[config.mk]
export PLATFORM = sky130hd
export DESIGN_NAME = burst_decoder
export DESIGN_NICKNAME = d
export VERILOG_FILES = /design/src/rtl/burst_decoder.sv
export SDC_FILE = /design/constraint.sdc
export NUM_CORES = 1
export LEC_CHECK = 0
export CAP_MARGIN = 0
export CORE_AREA = 2 2 39 41
export DETAILED_ROUTE_END_ITERATION = 7
export DIE_AREA = 0 0 41 43
export PLACE_DENSITY_LB_ADDON = 0.12
export SYNTH_ARGS = -nofsm -noshare
export SYNTH_HDL_FRONTEND = slang
export SYNTH_SLANG_ARGS = --single-unit
[constraint.sdc]
create_clock -name clk -period 3.4 [get_ports clk]
set_input_delay 0.68 -clock clk [delete_from_list [all_inputs] [get_ports clk]]
set_output_delay 0.68 -clock clk [all_outputs]
set_load 0.03 [all_outputs]
[src/rtl/burst_decoder.sv]
// burst_decoder
//   Registered one-hot address decoder with a valid/ready request port and
//   burst sequencing. An accepted request issues one beat per unstalled cycle
//   on `out`, starting at req_addr and running for req_len+1 consecutive lines.
//   Line numbers wrap around from N_OUT-1 back to 0.
//
//   Optional feature: define BURST_DECODER_B2B_EN to accept a new request on
//   the last beat of a burst. This gives zero-bubble streaming of requests.
//
// Parameters
//   ADDR_WIDTH  address width (1..6); N_OUT = 2**ADDR_WIDTH output lines
// Ports
//   clk        clock, rising edge
//   rst_n      synchronous active-low reset
//   req_valid  request present
//   req_ready  request can be accepted this cycle
//   req_addr   first output line of the burst
//   req_len    burst length minus one
//   stall      pauses an active burst (acts on the current cycle)
//   out        one-hot beat, zero when no beat is issued
//   out_valid  out carries a beat
//   out_last   current beat is the final beat of the burst
//   busy       burst in progress
module burst_decoder #(
  parameter  int ADDR_WIDTH = 2,
  localparam int N_OUT      = 1 << ADDR_WIDTH
) (
  input  logic                  clk,
  input  logic                  rst_n,
  input  logic                  req_valid,
  output logic                  req_ready,
  input  logic [ADDR_WIDTH-1:0] req_addr,
  input  logic [ADDR_WIDTH-1:0] req_len,
  input  logic                  stall,
  output logic [N_OUT-1:0]      out,
  output logic                  out_valid,
  output logic                  out_last,
  output logic                  busy
);

  typedef enum logic {
    IDLE  = 1'b0,
    BURST = 1'b1
  } state_t;

  state_t                state_q, state_d;
  logic [ADDR_WIDTH-1:0] cur_addr_q, cur_addr_d;
  logic [ADDR_WIDTH-1:0] remaining_q, remaining_d;

  always_comb begin
    state_d     = state_q;
    cur_addr_d  = cur_addr_q;
    remaining_d = remaining_q;
    out         = '0;
    out_valid   = 1'b0;
    out_last    = 1'b0;
    req_ready   = 1'b0;
    busy        = (state_q == BURST);

    case (state_q)
      IDLE: begin
        req_ready = 1'b1;
      end
      BURST: begin
        // Beats are decoded from the registered line number. Only stall
        // gates the current cycle.
        if (!stall) begin
          out[cur_addr_q] = 1'b1;
          out_valid       = 1'b1;
          out_last        = (remaining_q == '0);
          if (remaining_q == '0) begin
            state_d = IDLE;
`ifdef BURST_DECODER_B2B_EN
            req_ready = 1'b1;
`else
            req_ready = 1'b0;
`endif
          end else begin
            cur_addr_d  = cur_addr_q + 1'b1;
            remaining_d = remaining_q - 1'b1;
          end
        end
      end
      default: state_d = IDLE;
    endcase

    // Acceptance overrides the end-of-burst return to IDLE.
    // This is what chains bursts in back-to-back mode.
    if (req_valid && req_ready) begin
      cur_addr_d  = req_addr;
      remaining_d = req_len;
      state_d     = BURST;
    end
  end

  always_ff @(posedge clk) begin
    if (!rst_n) begin
      state_q     <= IDLE;
      cur_addr_q  <= '0;
      remaining_q <= '0;
    end else begin
      state_q     <= state_d;
      cur_addr_q  <= cur_addr_d;
      remaining_q <= remaining_d;
    end
  end

endmodule
==> flow_metrics.tcl <==
set metrics [dict create \
    core_sq_mm 0.00138 \
    endpoint "out_last" \
    netlist_instances 38 \
    arrival_ns 2.29 \
    crit_chain "clkdlybuf4s50_1 -> nor2b_1 -> and2_1 -> clkdlybuf4s50_1" \
    crit_family "buffers and inverters" \
    r2r_setup_slack_ns 2.06 \
    critPathCaptureType "output port" \
    vdd_drop_max_uv 178 \
    max_freq_mhz 336 \
    drt_iter0_drc 4 \
    cts.clk_slew.worst_paths_ns 0.04 \
    first_pass_iters 3 \
    power_per_cell_area_mw_per_mm2 358 \
    drv_slew 0 \
    synth_cell_type_count 15 \
    tightest_slew_ns 0.308 \
    synth_seq_cells 5 \
    finalWorstSetupSlack_ns 0.425 \
    netlist_area_sq_um 339 \
    syn2layout_area_growth_pct 57.9 \
    crit_path_frequent_cell "clkdlybuf4s50_1" \
    via_per_inst 4.19 \
    regToRegEndpoint "cur_addr_q[1]" \
    grt_max_degree 9 \
    hold_slack_ns 0.548 \
    cp_slowest_cell "clkdlybuf4s50_1" \
    initial_utilization 0.245 \
    cp-startpoint "stall" \
    finalSetupTns_ns 0 \
    synth_nets 51 \
    synth-seq-area-share 0.295 \
    numPortBuffers 15 \
    die_y_microns 43 \
    start_kind "input port" \
    core.rowCount 14 \
    wl_per_cell_microns 8.38 \
    crit_buf_inv 2 \
    grt.total_usage 0.0924 \
    grt_overflow_total 0 \
    maxCapViolCount 0 \
    leakagePower_nw 0.210 \
    post-route-util 0.387 \
    postCtsSetupBuffers 0 \
    cts_resized 0 \
    cts_max_path_buffers 2 \
    die_area_sq_mm 0.00176 \
    cts_hold_buf 0 \
    rsz0062_at_grt "false" \
    required_ns 2.72 \
    slowest_delay_ns 0.67 \
    fin_crit_sh 0.875 \
    io_pins 16 \
    slew_headroom 0.794 \
    reg2regPathDepth 5 \
    routed_wirelength_microns 612 \
    pre_cts_slack_ns 0.384 \
    status "completed" \
    grt_pass1_vias 272 \
    reg2reg_from "remaining_q[0]" \
    clkLatencyLatePin_ns 0.24 \
    tritoncts "yes" \
    final_net_count 71 \
    setup_viol 0 \
    worstPathMaxFanout 6 \
    hold_path_class "flip-flop to flip-flop" \
    fin_worst_skew_ns 0.00282 \
    avgSynthCellArea_sq_um 8.92 \
    cts.htree.levels 1 \
    min_period_ns 2.97 \
    synth_warnings 0 \
    hpwl_microns 518 \
    die_w_microns 41 \
    drc 0 \
    cp.depth 4 \
    drtAntennaViolNets 0 \
    design_area_sq_um 536 \
    finalHoldViolations 0 \
    clock_sinks 5 \
    antenna_found_initial 0 \
    cts_inserted_buffers 3 \
    layout-drive-gt1-share 0.0702 \
    critPathKind "input port to output port" \
    postPlaceCellArea_sq_um 509 \
    antenna_cells 0 \
    grt_pass1_wl_microns 1100 \
    place_congestion 0.645 \
    cts_root_buf "clkbuf_4" \
    num_vias 306 \
]
## routing by layer
metal	part of all wire	global-route usage	vias to the layer above
li1	-	-	164
met1	0.45	0.125	130
met2	0.46	0.116	12
met3	0.083	0.0209	0
met4	0	0.0800	0
met5	0	0	-
## power by group
part	internal, mW	switching, mW
clock	0.0444	0.0244
sequential	0.0644	0.00533
combinational	0.0273	0.0258
total	0.136	0.0556
## kinds of logic after synthesis
| group | count (synthesis) | synth area share |
|---|---|---|
| muxes | 1 | 0.0295 |
| xor gates and xnor gates | 2 | 0.0517 |
| and+or+nand+nor | 11 | 0.240 |
| buffers and inverters | 5 | 0.0554 |
| DFF | 5 | 0.295 |
| AOI/OAI and AO/OA | 9 | 0.144 |
| adders and majority gates | 5 | 0.185 |
## tightest hold or removal path, cell delays in order (launching register included)
cell	delay, ns
dfxtp_1	0.32
o2111ai_1	0.12
o21ai_0	0.07
## layout make-up
| type | count | area [sq um] |
|---|---|---|
| Clock buffer | 4 | 26.3 |
| Fill cell | 154 | 848 |
| Inverter | 5 | 18.8 |
| Multi-Input combinational cell | 28 | 220 |
| Sequential cell | 5 | 100 |
| Tap cell | 16 | 20.0 |
| Timing Repair Buffer | 15 | 150 |
## state kept, by name (all words and copies together) (netlist names)
name / count
busy: 1
remaining_q: 2
cur_addr_q: 2
## Yosys cell counts
cell type  n  area share
and2_1     5       0.092
dfxtp_1    5        0.30
ha_1       5        0.18
inv_1      5       0.055
o21ai_0    5       0.074
a21oi_1    3       0.044
xnor2_1    2       0.052
mux2i_1    1       0.030
nand2_1    1       0.011
nand2b_1   1       0.018
nand4bb_1  1       0.033
nor2_1     1       0.011
nor2b_1    1       0.018
nor3b_4    1       0.055
o2111ai_1  1       0.026
## how the worst min path moves through the flow
stage | start | cells after the start | slack [ns] | endpoint
detailed placement | remaining_q[1] | 2 | 0.54 | remaining_q[1]
CTS | remaining_q[1] | 2 | 0.55 | remaining_q[1]
floorplan | remaining_q[1] | 2 | 0.51 | remaining_q[1]
global placement | remaining_q[1] | 2 | 0.55 | remaining_q[1]
finish | remaining_q[1] | 2 | 0.55 | remaining_q[1]
global route | remaining_q[0] | 2 | 0.61 | remaining_q[0]
## cell usage in the layout (no fill, tap or decap), types with 2 or more instances in the layout
cell              n
a21oi_1           3
inv_1             5
dfxtp_1           5
o21ai_0           5
xnor2_1           2
ha_1              5
clkdlybuf4s50_1  15
and2_1            5
clkbuf_4          3
## through the flow
stage,std cells,power (mW)
5_1_grt,73,0.210
6_report,73,0.192
3_5_place_dp,69,0.125
3_3_place_gp,69,0.126
4_1_cts,73,0.197
2_1_floorplan,38,0.102
Note: power is estimated with default switching activity, not from simulation.
==> patch 1: new RTL, same settings <==
The parameter `ADDR_WIDTH` goes from 2 to 1. Comments in the files are not updated.
--- a/src/rtl/burst_decoder.sv
+++ b/src/rtl/burst_decoder.sv
@@ -22,7 +22,7 @@
 //   out_last   current beat is the final beat of the burst
 //   busy       burst in progress
 module burst_decoder #(
-  parameter  int ADDR_WIDTH = 2,
+  parameter  int ADDR_WIDTH = 1,
   localparam int N_OUT      = 1 << ADDR_WIDTH
 ) (
   input  logic                  clk,
Interface: changed (resized out, req_addr and req_len); port bits go from 16 to 12. The function was not compared with the original's and may differ.
==> patch 1 against the original RTL <==
Worst setup slack improved by 0.16 ns. Final area fell by 43%. Synthesized area fell by 56%. Power fell by 30%. Routed wire length fell by 34%. Via count fell by 44%. Sequential cell count fell by 2. Synthesized cell count fell by 50%.
==> patch 1: results (changes against the original RTL) <==
| Metric | Value |
|---|---|
| Filler cells | 165 (+7.1%) |
| Port Buffers | 11 (-4) |
| Instance area at placement | 279 sq um (-45%) |
| Peak supply drop | 0.155 mV (-13%) |
| Gp weighted congestion | 0.678 (+5.1%) |
| Worst Path Max Fanout | 4 (-2) |
| Synth Area per Inst | 7.84 sq um (-12%) |
| Synth top cells by count | sky130_fd_sc_hd__nor2_1, sky130_fd_sc_hd__dfxtp_1, sky130_fd_sc_hd__inv_1, sky130_fd_sc_hd__o21ai_0 |
| Fin util | 22.1% (-17 points) |
| Sequential element share of the synthesized area | 40.3% (+11 points) |
| Share of the clock period used by the worst path | 82.9% (-4.6 points) |
| Worst hold-check slack | 0.545 ns (-0.00274 ns) |
| GRT Overall Usage | 5.82% (-3.4 points) |
| Number of nets produced by synthesis | 25 (-51%) |
| Total vias in the final route | 172 (-44%) |
| Headroom to the max-slew limit | 79.7% (+0.35 points) |
| Result of the run | completed |
| Synth top area cells | sky130_fd_sc_hd__dfxtp_1, sky130_fd_sc_hd__nor2_1, sky130_fd_sc_hd__mux2i_1, sky130_fd_sc_hd__o21ai_0, sky130_fd_sc_hd__nand2b_2 |
| Proportion of netlist area held by the largest area contributor | 40.3% (+11 points) |
| Placed instance count | 46 (-33%) |
| Number of optimization iterations in the first detailed-route pass | 1 (-2) |
| CP Data Arrival Time | 2.14 ns (-0.15 ns) |
| Leakage dissipation | 0.000130 uW (-38%) |
| Wire length of the first global-routing pass | 627 microns (-43%) |
| DP Worst Slack | 0.574 ns (+0.190 ns) |
| Clock Tree Root | sky130_fd_sc_hd__clkbuf_4 |
| Violation count after the first detailed-route iteration | 0 (-4) |
| Reg2reg setup slack | 2.47 ns (+0.41 ns) |
| Fraction of final layout cells with drive strength greater than 1 | 11.8% (+4.7 points) |
| Worst clock skew | 0.00404 ns (+0.00122 ns) |
| Unique masters post-synth | 12 (-3) |
patch 1: cell count changes after synthesis, moves of 2 or more:
cell and change:
sky130_fd_sc_hd__nor2_1 +3, sky130_fd_sc_hd__a21oi_1 -2, sky130_fd_sc_hd__and2_1 -4, sky130_fd_sc_hd__inv_1 -3, sky130_fd_sc_hd__o21ai_0 -3, sky130_fd_sc_hd__ha_1 -5
sky130_fd_sc_hd__xnor2_1 -2, sky130_fd_sc_hd__dfxtp_1 -2
patch 1: layout make-up:
class                   instances  area share [%]
well taps                      16            6.56
inverters                       2            2.46
flip-flops and latches          3            19.7
multi-input cells              14            26.6
repair buffers                 11            36.1
clock buffers                   4            8.61
patch 1: cell families after synthesis:
kind of cell,synth area share (%)
simple gates,31.9
flops,40.3
compound gates,10.1
xor+xnor,5.88
buf+inv,5.04
mux,6.72
patch 1: routing by layer:
layer	part of all wire [%]	wire (microns)	up-vias	GRT usage (%)
met2	42	172	8	7.81
met3	9.6	39	0	4.71
met4	0	0	0	4.00
met5	0	0	-	0
li1	-	-	92	-
met1	48	194	72	5.79
patch 1: critical path: stages:
cell	delay, ns
sky130_fd_sc_hd__clkdlybuf4s50_1	0.41
sky130_fd_sc_hd__nand2b_1	0.19
sky130_fd_sc_hd__inv_1	0.09
sky130_fd_sc_hd__and2_1	0.12
sky130_fd_sc_hd__clkdlybuf4s50_1	0.66
patch 1: final timing paths:
path	start	end
setup / recovery	stall	out[1]
hold reg to reg	remaining_q	remaining_q
setup reg to reg	busy	remaining_q
hold / removal	remaining_q	remaining_q
patch 1: power groups by stage:
stage,clock network [uW],logic (uW),registers [uW]
2_1_floorplan,0,14.4,42.8
3_3_place_gp,0,31.5,41.4
3_5_place_dp,0,31.5,41.7
4_1_cts,65.1,31.7,41.1
5_1_grt,70.5,33.3,41.4
6_report,61.6,31.4,41.0
==> patch 2: new RTL, config.mk and constraints unchanged <==
Made on the original files. Reset style: asynchronous (`rst_n`), changed in one clocked block. Comments in the files are not updated.
--- a/src/rtl/burst_decoder.sv
+++ b/src/rtl/burst_decoder.sv
@@ -93,7 +93,7 @@
     end
   end
 
-  always_ff @(posedge clk) begin
+  always_ff @(posedge clk or negedge rst_n) begin
     if (!rst_n) begin
       state_q     <= IDLE;
       cur_addr_q  <= '0;
Behaviour: differs if rst_n is asserted again (counterexample within 4 cycles, from zero or initial values and one cycle with rst_n low); with rst_n held inactive, the same outputs for 10 cycles.
==> patch 2 against the original RTL <==
Maximum frequency barely moved. Worst setup slack about the same. Synthesized area grew 5.9%. Critical path depth did not move. Routed wire length rose by 6.7%. Final area increased by 3.0%. Count of clock-buffer cells in the layout did not move. Sequential cell count unchanged. Critical endpoint unchanged. Highest routed layer unchanged.
Power is not compared: it rests on default switching activity, and its combinational part moved more than twofold at a synthesized area within 25%.
==> patch 2: results (changes against the original RTL) <==
| Metric | Value |
|---|---|
| Number of nets produced by synthesis | 50 (-2.0%) |
| GRT Overall Usage | 9.79% (+0.55 points) |
| Synth top cells by count | sky130_fd_sc_hd__and2_1, sky130_fd_sc_hd__dfrtp_1, sky130_fd_sc_hd__ha_1, sky130_fd_sc_hd__inv_1, sky130_fd_sc_hd__nor2_1 |
| Setup Buffers After CTS | 0 (unchanged) |
| Filler cells | 139 (-9.7%) |
| Number of optimization iterations in the first detailed-route pass | 2 (-1) |
| Path depth of the worst reg2reg path | 5 (unchanged) |
| Final std cells w/o fill | 71 (-2.7%) |
| Async set-reset flop share out of synthesis | 100% (+100 points) |
| HPWL after detailed placement | 575 microns (+11%) |
| DR WL/cell | 9.20 microns (+9.7%) |
| Synth top area cells | sky130_fd_sc_hd__dfrtp_1, sky130_fd_sc_hd__ha_1, sky130_fd_sc_hd__and2_1, sky130_fd_sc_hd__mux2i_1, sky130_fd_sc_hd__inv_1 |
| Transition at the pin with the smallest max-transition slack | 0.318 ns (+0.00978 ns) |
| Worst hold-check slack | 0.579 ns (+0.0309 ns) |
| Worst R2R Start | remaining_q[0] |
| Pin count of the biggest net entering global routing | 8 (-1) |
| Gp weighted congestion | 0.683 (+5.8%) |
| Global-route met2 utilization | 15.0% (+3.4 points) |
| Wire length of the first global-routing pass | 1100 microns (unchanged) |
| Average via count per standard cell | 4.06 (-3.2%) |
| Insertion delay to the later sink of the worst-skew pair | 0.24 ns (about the same) |
| Met1 WL | 261 microns (-5.4%) |
| Number of global-route vias before repair | 282 (+3.7%) |
| Worst clock skew | 0.000995 ns (-0.00183 ns) |
| Master of the slowest instance on the critical path | sky130_fd_sc_hd__clkdlybuf4s50_1 |
| Startpoint of the lowest-slack hold path | remaining_q[0] |
| Met2 wire length | 337 microns (+19%) |
| Nets | 69 (-2.8%) |
| Sequential element share of the synthesized area | 34.8% (+5.3 points) |
| Clock Tree Root | sky130_fd_sc_hd__clkbuf_4 |
| Fraction of final layout cells with drive strength greater than 1 | 9.09% (+2.1 points) |
| Met3 Usage GRT | 1.57% (-0.52 points) |
| Capture instance of the worst register-to-register path | remaining_q[1] |
| Number of instances in the synthesized netlist | 37 (-2.6%) |
| Endpoint with the worst hold slack | remaining_q[0] |
| Violation count after the first detailed-route iteration | 4 (unchanged) |
| Placed instance count | 67 (-2.9%) |
| Result of the run | completed |
| Reg2reg setup slack | 1.91 ns (-0.15 ns) |
| CP delay by family, top | buffers and inverters |
| Unique masters post-synth | 13 (-2) |
| Global routing met1 resource utilization | 10.1% (-2.4 points) |
[patch 2: changes by cell type in the layout (fill, tap and decap cells not counted), sizes merged]
cell	before	now
dfxtp	5	0
o2111ai	1	0
nor2	1	5
dfrtp	0	5
mux2i	1	2
o21ai	5	0
nand2	1	0
nand4bb	1	0
mux2	0	1
[patch 2: cell families (layout without fill, tap and decap cells)]
family          count (synthesis)  in the layout  synth area share (%)
buf+inv                         6             24                  6.27
simple gates                   13             13                  22.7
mux                             3              3                  9.76
fa+ha+maj                       5              5                  17.4
xor+xnor                        2              2                  4.88
flops                           5              5                  34.8
compound gates                  3              3                  4.18
[patch 2: through the flow]
step	setup slack [ns]	instance area [sq um]
2_1_floorplan	1.09	359
3_3_place_gp	0.468	526
3_5_place_dp	0.400	526
4_1_cts	0.397	552
5_1_grt	0.313	552
6_report	0.425	552
[patch 2: where the power goes]
part / internal, uW / total (uW) / switching [uW] / leakage, uW
registers: 91.7 / 118 / 26.8 / 0.0000559
logic: 149 / 300 / 151 / 0.000186
clock network: 44.3 / 67.5 / 23.2 / 0.0000150
[patch 2: layout make-up]
type / count / area [sq um] / area share, %
Timing Repair Buffer: 15 / 150 / 27.2
Multi-Input combinational cell: 26 / 211 / 38.3
Clock buffer: 4 / 26.3 / 4.76
Tap cell: 16 / 20.0 / 3.63
Inverter: 5 / 18.8 / 3.40
Sequential cell: 5 / 125 / 22.7
[patch 2: worst max path at each step]
| stage | startpoint | to | slack (ns) | cells past startpoint |
|---|---|---|---|---|
| 4_1_cts | stall | out_last | 0.40 | 4 |
| 6_report | stall | out_last | 0.43 | 4 |
| 3_5_place_dp | stall | out_last | 0.40 | 4 |
| 5_1_grt | stall | out_last | 0.31 | 4 |
| 3_3_place_gp | stall | out_last | 0.47 | 4 |
| 2_1_floorplan | stall | out_last | 1.09 | 2 |
